==> src/rtl/branch_predict_resolve_if.sv <==
// Fetch-side prediction and EX-side resolution signals of branch_predict_resolve.
// The master is the pipeline that drives fetch/EX state; the slave is the predictor.
interface branch_predict_resolve_if #(
    parameter int ADDR_W = 64
);
    // Fetch-side lookup
    logic [ADDR_W-1:0] if_pc;
    logic              if_pred_taken;
    logic [ADDR_W-1:0] if_pred_target;

    // EX-stage instruction
    logic              ex_valid;
    logic [ADDR_W-1:0] ex_pc;
    logic [ADDR_W-1:0] ex_imm;
    logic [ADDR_W-1:0] ex_reg_val;
    logic              ex_zero;
    logic [3:0]        ex_flags;
    logic [3:0]        ex_cond;
    logic              ex_uncond;
    logic              ex_branch_reg;
    logic              ex_cond_br;
    logic              ex_cmp_br;
    logic              ex_cmp_nz;
    logic              ex_pred_taken;
    logic [ADDR_W-1:0] ex_pred_target;

    // Registered recovery
    logic              redirect;
    logic [ADDR_W-1:0] redirect_pc;
    logic              flush;

    modport master (
        output if_pc,
        input  if_pred_taken, if_pred_target,
        output ex_valid, ex_pc, ex_imm, ex_reg_val, ex_zero, ex_flags, ex_cond,
        output ex_uncond, ex_branch_reg, ex_cond_br, ex_cmp_br, ex_cmp_nz,
        output ex_pred_taken, ex_pred_target,
        input  redirect, redirect_pc, flush
    );

    modport slave (
        input  if_pc,
        output if_pred_taken, if_pred_target,
        input  ex_valid, ex_pc, ex_imm, ex_reg_val, ex_zero, ex_flags, ex_cond,
        input  ex_uncond, ex_branch_reg, ex_cond_br, ex_cmp_br, ex_cmp_nz,
        input  ex_pred_taken, ex_pred_target,
        output redirect, redirect_pc, flush
    );
endinterface

==> src/rtl/branch_predict_resolve.sv <==
// Direct-mapped BTB with 2-bit counters plus EX-stage branch resolution and registered redirect.
// Define BP_STATS_EN to add the stat_branches / stat_mispredicts counters.
module branch_predict_resolve #(
    parameter int ADDR_W = 64,
    parameter int IDX_W  = 4,
    parameter int TAG_W  = ADDR_W - IDX_W - 2
) (
    input  logic                   clk,
    input  logic                   reset,
    branch_predict_resolve_if.slave bus
`ifdef BP_STATS_EN
    ,
    output logic [31:0]            stat_branches,
    output logic [31:0]            stat_mispredicts
`endif
);
    localparam int DEPTH = 1 << IDX_W;

    // BTB state: valid/counter need reset, tag/target are qualified by valid
    logic              entry_valid [DEPTH];
    logic [1:0]        entry_ctr   [DEPTH];
    logic [TAG_W-1:0]  tag_mem     [DEPTH];
    logic [ADDR_W-1:0] target_mem  [DEPTH];

    logic              redirect_reg;
    logic [ADDR_W-1:0] redirect_pc_reg;

    // ------------------------------------------------------------------
    // Fetch-side lookup (combinational, sees pre-update contents)
    // ------------------------------------------------------------------
    logic [IDX_W-1:0]  if_idx;
    logic [TAG_W-1:0]  if_tag;
    logic              if_hit;
    logic              if_taken;

    assign if_idx   = bus.if_pc[IDX_W+1:2];
    assign if_tag   = bus.if_pc[ADDR_W-1:IDX_W+2];
    assign if_hit   = entry_valid[if_idx] && (tag_mem[if_idx] == if_tag);
    assign if_taken = if_hit && entry_ctr[if_idx][1];

    assign bus.if_pred_taken  = if_taken;
    assign bus.if_pred_target = if_taken ? target_mem[if_idx] : (bus.if_pc + ADDR_W'(4));

    // ------------------------------------------------------------------
    // EX-stage resolution
    // ------------------------------------------------------------------
    logic              eff;
    logic              is_branch;
    logic              flag_n, flag_z, flag_c, flag_v;
    logic              cond_pass;
    logic              taken;
    logic [ADDR_W-1:0] imm_shift;
    logic [ADDR_W-1:0] seq_pc;
    logic [ADDR_W-1:0] branch_target;
    logic [ADDR_W-1:0] actual_next;
    logic              mispredict;

    // The EX slot during a redirect cycle holds a wrong-path instruction
    assign eff       = bus.ex_valid && !redirect_reg;
    assign is_branch = bus.ex_uncond | bus.ex_branch_reg | bus.ex_cond_br | bus.ex_cmp_br;

    assign flag_n = bus.ex_flags[3];
    assign flag_z = bus.ex_flags[2];
    assign flag_c = bus.ex_flags[1];
    assign flag_v = bus.ex_flags[0];

    always_comb begin
        cond_pass = 1'b1;
        case (bus.ex_cond)
            4'h0:    cond_pass = flag_z;
            4'h1:    cond_pass = !flag_z;
            4'h2:    cond_pass = flag_c;
            4'h3:    cond_pass = !flag_c;
            4'h4:    cond_pass = flag_n;
            4'h5:    cond_pass = !flag_n;
            4'h6:    cond_pass = flag_v;
            4'h7:    cond_pass = !flag_v;
            4'h8:    cond_pass = flag_c && !flag_z;
            4'h9:    cond_pass = !(flag_c && !flag_z);
            4'hA:    cond_pass = (flag_n == flag_v);
            4'hB:    cond_pass = (flag_n != flag_v);
            4'hC:    cond_pass = !flag_z && (flag_n == flag_v);
            4'hD:    cond_pass = !(!flag_z && (flag_n == flag_v));
            default: cond_pass = 1'b1;
        endcase
    end

    assign taken = bus.ex_uncond
                 | bus.ex_branch_reg
                 | (bus.ex_cond_br & cond_pass)
                 | (bus.ex_cmp_br & (bus.ex_zero ^ bus.ex_cmp_nz));

    // Word offset scaled to bytes; address arithmetic wraps silently
    assign imm_shift     = {bus.ex_imm[ADDR_W-3:0], 2'b00};
    assign seq_pc        = bus.ex_pc + ADDR_W'(4);
    assign branch_target = bus.ex_branch_reg ? bus.ex_reg_val : (bus.ex_pc + imm_shift);
    assign actual_next   = taken ? branch_target : seq_pc;

    assign mispredict = eff && ((bus.ex_pred_taken != taken) ||
                                (taken && (bus.ex_pred_target != branch_target)));

    // ------------------------------------------------------------------
    // BTB update decode
    // ------------------------------------------------------------------
    logic [IDX_W-1:0]  ex_idx;
    logic [TAG_W-1:0]  ex_tag;
    logic              ex_hit;
    logic              btb_write;
    logic              btb_clear;
    logic [1:0]        ctr_next;

    assign ex_idx    = bus.ex_pc[IDX_W+1:2];
    assign ex_tag    = bus.ex_pc[ADDR_W-1:IDX_W+2];
    assign ex_hit    = entry_valid[ex_idx] && (tag_mem[ex_idx] == ex_tag);
    assign btb_write = eff && is_branch;
    // A non-branch that was predicted taken is an alias; evict it
    assign btb_clear = eff && !is_branch && bus.ex_pred_taken;

    always_comb begin
        ctr_next = 2'b01;
        if (ex_hit) begin
            ctr_next = entry_ctr[ex_idx];
            if (taken && (entry_ctr[ex_idx] != 2'b11)) begin
                ctr_next = entry_ctr[ex_idx] + 2'b01;
            end else if (!taken && (entry_ctr[ex_idx] != 2'b00)) begin
                ctr_next = entry_ctr[ex_idx] - 2'b01;
            end
        end else if (bus.ex_uncond || bus.ex_branch_reg) begin
            ctr_next = 2'b11;
        end else if (taken) begin
            ctr_next = 2'b10;
        end else begin
            ctr_next = 2'b01;
        end
    end

    // Per-entry valid/counter registers
    generate
        for (genvar gi = 0; gi < DEPTH; gi++) begin : g_entry
            logic       entry_sel;
            logic       valid_reg;
            logic [1:0] ctr_reg;

            assign entry_sel = (ex_idx == IDX_W'(gi));

            always_ff @(posedge clk or posedge reset) begin
                if (reset) begin
                    valid_reg <= 1'b0;
                    ctr_reg   <= 2'b01;
                end else if (entry_sel) begin
                    if (btb_write) begin
                        valid_reg <= 1'b1;
                        ctr_reg   <= ctr_next;
                    end else if (btb_clear) begin
                        valid_reg <= 1'b0;
                    end
                end
            end

            assign entry_valid[gi] = valid_reg;
            assign entry_ctr[gi]   = ctr_reg;
        end
    endgenerate

    always_ff @(posedge clk) begin
        if (btb_write) begin
            tag_mem[ex_idx]    <= ex_tag;
            target_mem[ex_idx] <= branch_target;
        end
    end

    // ------------------------------------------------------------------
    // Registered redirect / flush
    // ------------------------------------------------------------------
    always_ff @(posedge clk or posedge reset) begin
        if (reset) begin
            redirect_reg    <= 1'b0;
            redirect_pc_reg <= '0;
        end else begin
            redirect_reg <= mispredict;
            if (mispredict) begin
                redirect_pc_reg <= actual_next;
            end
        end
    end

    assign bus.redirect    = redirect_reg;
    assign bus.flush       = redirect_reg;
    assign bus.redirect_pc = redirect_pc_reg;

`ifdef BP_STATS_EN
    logic [31:0] stat_branches_reg;
    logic [31:0] stat_mispredicts_reg;

    always_ff @(posedge clk or posedge reset) begin
        if (reset) begin
            stat_branches_reg    <= '0;
            stat_mispredicts_reg <= '0;
        end else begin
            if (btb_write) begin
                stat_branches_reg <= stat_branches_reg + 32'd1;
            end
            if (mispredict) begin
                stat_mispredicts_reg <= stat_mispredicts_reg + 32'd1;
            end
        end
    end

    assign stat_branches    = stat_branches_reg;
    assign stat_mispredicts = stat_mispredicts_reg;
`endif

endmodule

==> src/flat_wrapper.sv <==
// flat-port wrapper written by rule: the top's interface ports become plain ports
module branch_predict_resolve_flat 
#(
    parameter int ADDR_W = 64,
    parameter int IDX_W  = 4,
    parameter int TAG_W  = ADDR_W - IDX_W - 2
)
  (clk, reset, bus_if_pc, bus_if_pred_taken, bus_if_pred_target, bus_ex_valid, bus_ex_pc, bus_ex_imm, bus_ex_reg_val, bus_ex_zero, bus_ex_flags, bus_ex_cond, bus_ex_uncond, bus_ex_branch_reg, bus_ex_cond_br, bus_ex_cmp_br, bus_ex_cmp_nz, bus_ex_pred_taken, bus_ex_pred_target, bus_redirect, bus_redirect_pc, bus_flush);
  branch_predict_resolve_if #(.ADDR_W(ADDR_W)) bus_i ();
  input  logic clk;
  input  logic reset;
  input wire logic [$bits(bus_i.if_pc)-1:0] bus_if_pc;
  output wire logic [$bits(bus_i.if_pred_taken)-1:0] bus_if_pred_taken;
  output wire logic [$bits(bus_i.if_pred_target)-1:0] bus_if_pred_target;
  input wire logic [$bits(bus_i.ex_valid)-1:0] bus_ex_valid;
  input wire logic [$bits(bus_i.ex_pc)-1:0] bus_ex_pc;
  input wire logic [$bits(bus_i.ex_imm)-1:0] bus_ex_imm;
  input wire logic [$bits(bus_i.ex_reg_val)-1:0] bus_ex_reg_val;
  input wire logic [$bits(bus_i.ex_zero)-1:0] bus_ex_zero;
  input wire logic [$bits(bus_i.ex_flags)-1:0] bus_ex_flags;
  input wire logic [$bits(bus_i.ex_cond)-1:0] bus_ex_cond;
  input wire logic [$bits(bus_i.ex_uncond)-1:0] bus_ex_uncond;
  input wire logic [$bits(bus_i.ex_branch_reg)-1:0] bus_ex_branch_reg;
  input wire logic [$bits(bus_i.ex_cond_br)-1:0] bus_ex_cond_br;
  input wire logic [$bits(bus_i.ex_cmp_br)-1:0] bus_ex_cmp_br;
  input wire logic [$bits(bus_i.ex_cmp_nz)-1:0] bus_ex_cmp_nz;
  input wire logic [$bits(bus_i.ex_pred_taken)-1:0] bus_ex_pred_taken;
  input wire logic [$bits(bus_i.ex_pred_target)-1:0] bus_ex_pred_target;
  output wire logic [$bits(bus_i.redirect)-1:0] bus_redirect;
  output wire logic [$bits(bus_i.redirect_pc)-1:0] bus_redirect_pc;
  output wire logic [$bits(bus_i.flush)-1:0] bus_flush;
  assign bus_i.if_pc = bus_if_pc;
  assign bus_if_pred_taken = bus_i.if_pred_taken;
  assign bus_if_pred_target = bus_i.if_pred_target;
  assign bus_i.ex_valid = bus_ex_valid;
  assign bus_i.ex_pc = bus_ex_pc;
  assign bus_i.ex_imm = bus_ex_imm;
  assign bus_i.ex_reg_val = bus_ex_reg_val;
  assign bus_i.ex_zero = bus_ex_zero;
  assign bus_i.ex_flags = bus_ex_flags;
  assign bus_i.ex_cond = bus_ex_cond;
  assign bus_i.ex_uncond = bus_ex_uncond;
  assign bus_i.ex_branch_reg = bus_ex_branch_reg;
  assign bus_i.ex_cond_br = bus_ex_cond_br;
  assign bus_i.ex_cmp_br = bus_ex_cmp_br;
  assign bus_i.ex_cmp_nz = bus_ex_cmp_nz;
  assign bus_i.ex_pred_taken = bus_ex_pred_taken;
  assign bus_i.ex_pred_target = bus_ex_pred_target;
  assign bus_redirect = bus_i.redirect;
  assign bus_redirect_pc = bus_i.redirect_pc;
  assign bus_flush = bus_i.flush;
  branch_predict_resolve #(.ADDR_W(ADDR_W), .IDX_W(IDX_W), .TAG_W(TAG_W)) u_core (.clk(clk), .reset(reset), .bus(bus_i));
endmodule
==> config.mk <==
export PLATFORM = sky130hd
export DESIGN_NAME = branch_predict_resolve_flat
export DESIGN_NICKNAME = d
export VERILOG_FILES = /design/src/rtl/branch_predict_resolve_if.sv /design/src/rtl/branch_predict_resolve.sv /design/src/flat_wrapper.sv
export SDC_FILE = /design/constraint.sdc
export NUM_CORES = 2
export LEC_CHECK = 0
export BUFFER_PORTS_ARGS = -buffer_cell sky130_fd_sc_hd__buf_2
export CORE_ASPECT_RATIO = 1.5
export CORE_UTILIZATION = 62
export CTS_CLUSTER_DIAMETER = 40
export DETAILED_ROUTE_END_ITERATION = 10
export PLACE_DENSITY = 0.8
export SLEW_MARGIN = 20
export SYNTH_ARGS = -nofsm -noshare
export SYNTH_HDL_FRONTEND = slang
export SYNTH_SLANG_ARGS = --single-unit
==> constraint.sdc <==
create_clock -name clk -period 8.1 [get_ports clk]
set_clock_uncertainty 0.1 [all_clocks]
set_input_delay 0.81 -clock clk [delete_from_list [all_inputs] [get_ports clk]]
set_output_delay 0.81 -clock clk [all_outputs]
set_load 0.02 [all_outputs]
Word-level counts from Yosys, hierarchy flattened

Memories as Yosys holds them, arrays and structs flattened.
Cells that the tools add are included.
W data, S select, Z words.

Multiplexer cells: 25
Bitwise operators: 10
Reduce and logical (&&, ||, !) cells: 60
Eq/ne operators: 35
$add $sub $neg: 5
Magnitude comparators: 2

Operator list:

| operator                | count |
|---|---|
| $mux W64                | 3 |
| $add A64 B3 Y64 const B | 2 |
| $eq A58 B58 Y1          | 2 |
| $add A64 B64 Y64        | 1 |
| $ne A64 B64 Y1          | 1 |
| $reduce_and A2 Y1       | 32 |
| $eq A4 B4 Y1 const B    | 14 |
| $eq A4 B3 Y1 const B    | 8 |
| $mux W2                 | 9 |
| $bmux W2 S4             | 2 |
| $eq A4 B2 Y1 const B    | 4 |
| $pmux W1 S14            | 1 |
| $logic_and A1 B1 Y1     | 13 |
| $ge A5 B5 Y1 const B    | 2 |
| $not A4 Y5              | 2 |
| $logic_not A1 Y1        | 9 |
| $bmux W1 S4             | 2 |
| $eq A4 B1 Y1 const B    | 2 |
| $logic_not A4 Y1        | 2 |
| $mux W1                 | 8 |
| $or A1 B1 Y1            | 5 |
| $reduce_bool A2 Y1      | 2 |
| $add A2 B1 Y2 const B   | 1 |
| $and A1 B1 Y1           | 2 |
| other kinds (6)         | 8 |

Memories kept: 2
Logic and storage cells: 173
Output and inout port bits: 131
Bits of input ports: 338
Register bits after elaboration: 113
RAM bits: 1,952

Memory list:

| name              | words | width | read ports | clocked after Yosys merged registers in | wr ports | RTL line                     | text |
|---|---|---|---|---|---|---|---|
| u_core.target_mem | 16    | 64    | 1          | 0                                       | 1        | branch_predict_resolve.sv:23 | `logic [ADDR_W-1:0] target_mem [DEPTH];` |
| u_core.tag_mem    | 16    | 58    | 2          | 0                                       | 1        | branch_predict_resolve.sv:22 | `logic [TAG_W-1:0] tag_mem [DEPTH];` |

Depth between registers and ports, before layout

Word-level depth: 12
Mapped depth: 20
Depth with buffers taken out: 15

Worst setup path before layout

OpenSTA, ideal clock, no wires.

Path kind: input to register
Start: input bus_ex_branch_reg
End: register u_core.g_entry[15].ctr_reg[0]
Path buffers: 7
Data arrival time: 8.677 ns
Cell stages on the path: 10
Path slack: -0.762 ns
Required time: 7.915 ns
Library setup time: 0.085 ns
Cell sequence: buf_2 -> clkbuf_1 -> clkbuf_1 -> buf_2 -> buf_2 -> buf_1 -> clkbuf_1 -> o41ai_1 -> nor2_1 -> mux2_2

Word-level cells in the longest chain between the ends: 8

Ends and longest elaborated chain:

| element                | RTL line                                                   | text |
|---|---|---|
| start: declaration     | flat_wrapper.sv:23                                         | `input wire logic [$bits(bus_i.ex_branch_reg)-1:0] bus_ex_branch_reg;` |
| $or A1 B1 Y1           | branch_predict_resolve.sv:60, branch_predict_resolve.sv:89 |  |
| $or A1 B1 Y1           | branch_predict_resolve.sv:90                               | `\| (bus.ex_cond_br & cond_pass)` |
| $or A1 B1 Y1           | branch_predict_resolve.sv:91                               | `\| (bus.ex_cmp_br & (bus.ex_zero ^ bus.ex_cmp_nz));` |
| $logic_not A1 Y1       | branch_predict_resolve.sv:125                              | `end else if (!taken && (entry_ctr[ex_idx] != 2'b00)) begin` |
| $logic_and A1 B1 Y1    | branch_predict_resolve.sv:125                              |  |
| $mux W2                | branch_predict_resolve.sv:125                              |  |
| $mux W2                | branch_predict_resolve.sv:123                              | `if (taken && (entry_ctr[ex_idx] != 2'b11)) begin` |
| $mux W2                | branch_predict_resolve.sv:121                              | `if (ex_hit) begin` |
| end signal: assignment | branch_predict_resolve.sv:153                              | `ctr_reg <= ctr_next;` |
| end: declaration       | branch_predict_resolve.sv:142                              | `logic [1:0] ctr_reg;` |

Several ways; a longest one is shown, not always the timed one.
A chain may end at the register's enable or synchronous reset.

Worst setup path in the final report

Start: input bus_if_pc[4]
End: output bus_if_pred_target[43]

Word-level cells in the longest chain between the ends: 7

Ends and longest elaborated chain:

| element                                                                 | RTL line                     | text |
|---|---|---|
| start: declaration                                                      | flat_wrapper.sv:12           | `input wire logic [$bits(bus_i.if_pc)-1:0] bus_if_pc;` |
| parallel branches: the longest is 6 deep, another holds $add A64 B3 Y64 | n/a                          |  |
| $mux W64 (*)                                                            | branch_predict_resolve.sv:42 | `assign bus.if_pred_target = if_taken ? target_mem[if_idx] : (bus.if_pc + ADDR_W'(4));` |
| end: declaration                                                        | flat_wrapper.sv:14           | `output wire logic [$bits(bus_i.if_pred_target)-1:0] bus_if_pred_target;` |

Every way passes the cells marked *. The select of a mux whose other input is x is not followed.

==> impl_metrics.tcl <==
set metrics [dict create \
    grt_max_degree 91 \
    numCtsBuffers 192 \
    gp_congestion 1.09 \
    hold_viol 0 \
    via_per_inst 7.73 \
    regArea_mm2 0.0615 \
    grt_antenna_before_repair 72 \
    num_rows 177 \
    path_cells "buf_8, nand3_1, nor4_1, and4_1, nor2b_1, nand4_1, nor2_1, nand3_1, xor2_1, o21ai_0, buf_2" \
    yosysSeqAreaShare_pct 63.0 \
    ant_nets 0 \
    power_density_mw_per_mm2 233 \
    cp_max_fo 46 \
    setup_slack_ps 1300 \
    clock_sinks 2065 \
    overflow 0 \
    synth.area.top_cells "edfxtp_1 (60%), mux4_2 (21%), dfrtp_1 (2.5%)" \
    status "finished clean" \
    firstDrtPassIters 8 \
    max_freq_mhz 147 \
    synth_seq_cells 2065 \
    dp_slack_ps 1580 \
    cts.repair.resized 0 \
    final_nets 6388 \
    setup.worst_path.start_class "primary input" \
    synth_cell_type_count 92 \
    syn_inst 5451 \
    syn_area_mm2 0.0976 \
    grt_use_total_pct 46.4 \
    ios 469 \
    drive_gt1_share_pct 33.9 \
    worst_pin_slew_ps 1250 \
    synthFlopType "edfxtp_1" \
    p_leak_nw 36.2 \
    path_class "in -> out" \
    final_cells 8251 \
    path_clk_slew_ps 70 \
    worst_path_largest_cell_delay_ps 920 \
    cts_tree "yes" \
    die_h_um 488 \
    portBuffers 466 \
    synth.area.mux_share_pct 22.8 \
    synth_top_area_share_pct 60.1 \
    maxSlewViolCount 0 \
    synth_compound_area_share_pct 3.97 \
    crit_slowest_cell "nor4_1" \
    crit_path_frequent_cell "nand3_1" \
    dieArea_mm2 0.159 \
    fin_util_pct 70.6 \
    synth-async-reset-ratio_pct 5.47 \
    syn2layout_area_growth_pct 12.6 \
    place_hpwl_mm 234 \
    setup_viol 0 \
    fin_hold_ws_ps 23.4 \
    rsz0062_at_grt "false" \
    cts_setup_buffers 0 \
    hold_buffers 0 \
    n_fill_cell 9220 \
    clock_latency_ps 870 \
    synth_top_family_by_area "multiplexers" \
    hold_path_class "in -> async" \
    initial_core_util_pct 62.7 \
    vias 63800 \
    slew_headroom_pct 16.3 \
    drv_cap 0 \
    grt_pass1_wl_mm 497 \
    syn_area_per_cell_um2 17.9 \
    syn_nets 5858 \
    clock_path_buffers 3 \
    max-vdd-ir-drop_v 0.000211 \
    drt-wirelength-per-cell_um 44.2 \
    final_cell_mix "edfxtp_1 (1952), mux4_2 (915), buf_2 (457), nand2_1 (321), clkbuf_16 (193)" \
    multiInputGateArea_mm2 0.0345 \
    worstPathRequired_ps 7190 \
    drc_errors 0 \
    yosysTopAreaCell "edfxtp_1" \
    synth_xor_area_share_pct 2.75 \
    coreArea_mm2 0.156 \
    clockRootBuffer "clkbuf_16" \
    post-route-period-util_pct 83.9 \
    yosys_warnings 0 \
    wl_mm 365 \
    cp-end-kind "output pin" \
    h-tree-depth 4 \
    final_common_cell "edfxtp_1" \
    period_needed_ps 6800 \
    largest_reg_flops 1024 \
    dp.cells 7845 \
    drtIter0Drc 11400 \
    first_global_vias 62700 \
    synth_edf_count 1952 \
    tns_ps 0 \
    synthAdderAreaFrac_pct 0.892 \
    critPathArrivalTime_ps 5890 \
    yosys.area_share.simple_pct 4.68 \
    die_w_um 326 \
]
[critical path, delay by kind of cell]
family,cells,cell delay [ps]
and+or+nand+nor,7,3020
AOI/OAI and AO/OA,1,880
buffers and inverters,2,820
xor gates and xnor gates,1,300
[worst paths after layout]
check                      cells after the start  slack [ps]                          start                       endpoint
max                                           11        1300                   bus_if_pc[4]         bus_if_pred_target[43]
min                                            2          20                          reset     u_core.bus.redirect_pc[47]
max reg2reg                                   10        3250          u_core.tag_mem[14][7]   u_core.g_entry[2].ctr_reg[1]
min reg2reg                                    2         370  u_core.g_entry[13].ctr_reg[0]  u_core.g_entry[13].ctr_reg[0]
max in group asynchronous                      3        6780                          reset   u_core.g_entry[2].ctr_reg[1]
min in group clk                               1         340                  bus_ex_pc[46]          u_core.tag_mem[9][40]
[synthesized netlist by cell type (all sizes together), types with 30 or more instances]
library cell,instances
nand2,321
o21ai,188
a21oi,164
nor2,180
edfxtp,1952
xor2,151
nand3,91
nand4,84
dfrtp,97
xnor2,150
buf,164
inv,93
nor4,39
and3,42
ha,68
mux2,108
mux2i,30
nor3,52
clkbuf,159
mux4,915
[stage by stage]
step	area [um2]	power, mW
finish	110000	25.6
global route	110000	26.0
CTS	110000	25.4
detailed placement	103000	15.9
global placement	103000	15.8
floorplan	97600	14.4
[area by class of cell]
cell class / count / share of cell area (%)
sequential: 2065 / 55.9
multi-input combinational: 2969 / 31.4
clock buffer: 223 / 4.54
timing repair buffer: 659 / 3.71
tap: 2058 / 2.34
clock inverter: 133 / 1.57
inverter: 94 / 0.394
antenna: 50 / 0.114
[per-layer routing]
layer / track usage (%) / vias up / routed length (um)
met5: 0 / - / 296
met2: 69.1 / 6458 / 164000
met1: 55.2 / 32100 / 112000
met3: 17.5 / 1463 / 55000
met4: 35.3 / 44 / 33900
li1: - / 23700 / -
[kinds of logic after synthesis]
logic type               after synthesis
flip-flops                          2065
multiplexers                        1053
AND/OR/NAND/NOR                      935
AO/OA/AOI/OAI                        609
buffers and inverters                417
XOR/XNOR                             303
adder cells (fa/ha/maj)               69
[power breakdown]
| part | internal [mW] | switching, mW | total [mW] |
|---|---|---|---|
| Combinational | 1.25 | 2.32 | 3.57 |
| Clock | 5.39 | 4.29 | 9.69 |
| Sequential | 12.1 | 0.205 | 12.3 |
Power figures use the tool's default switching activity.
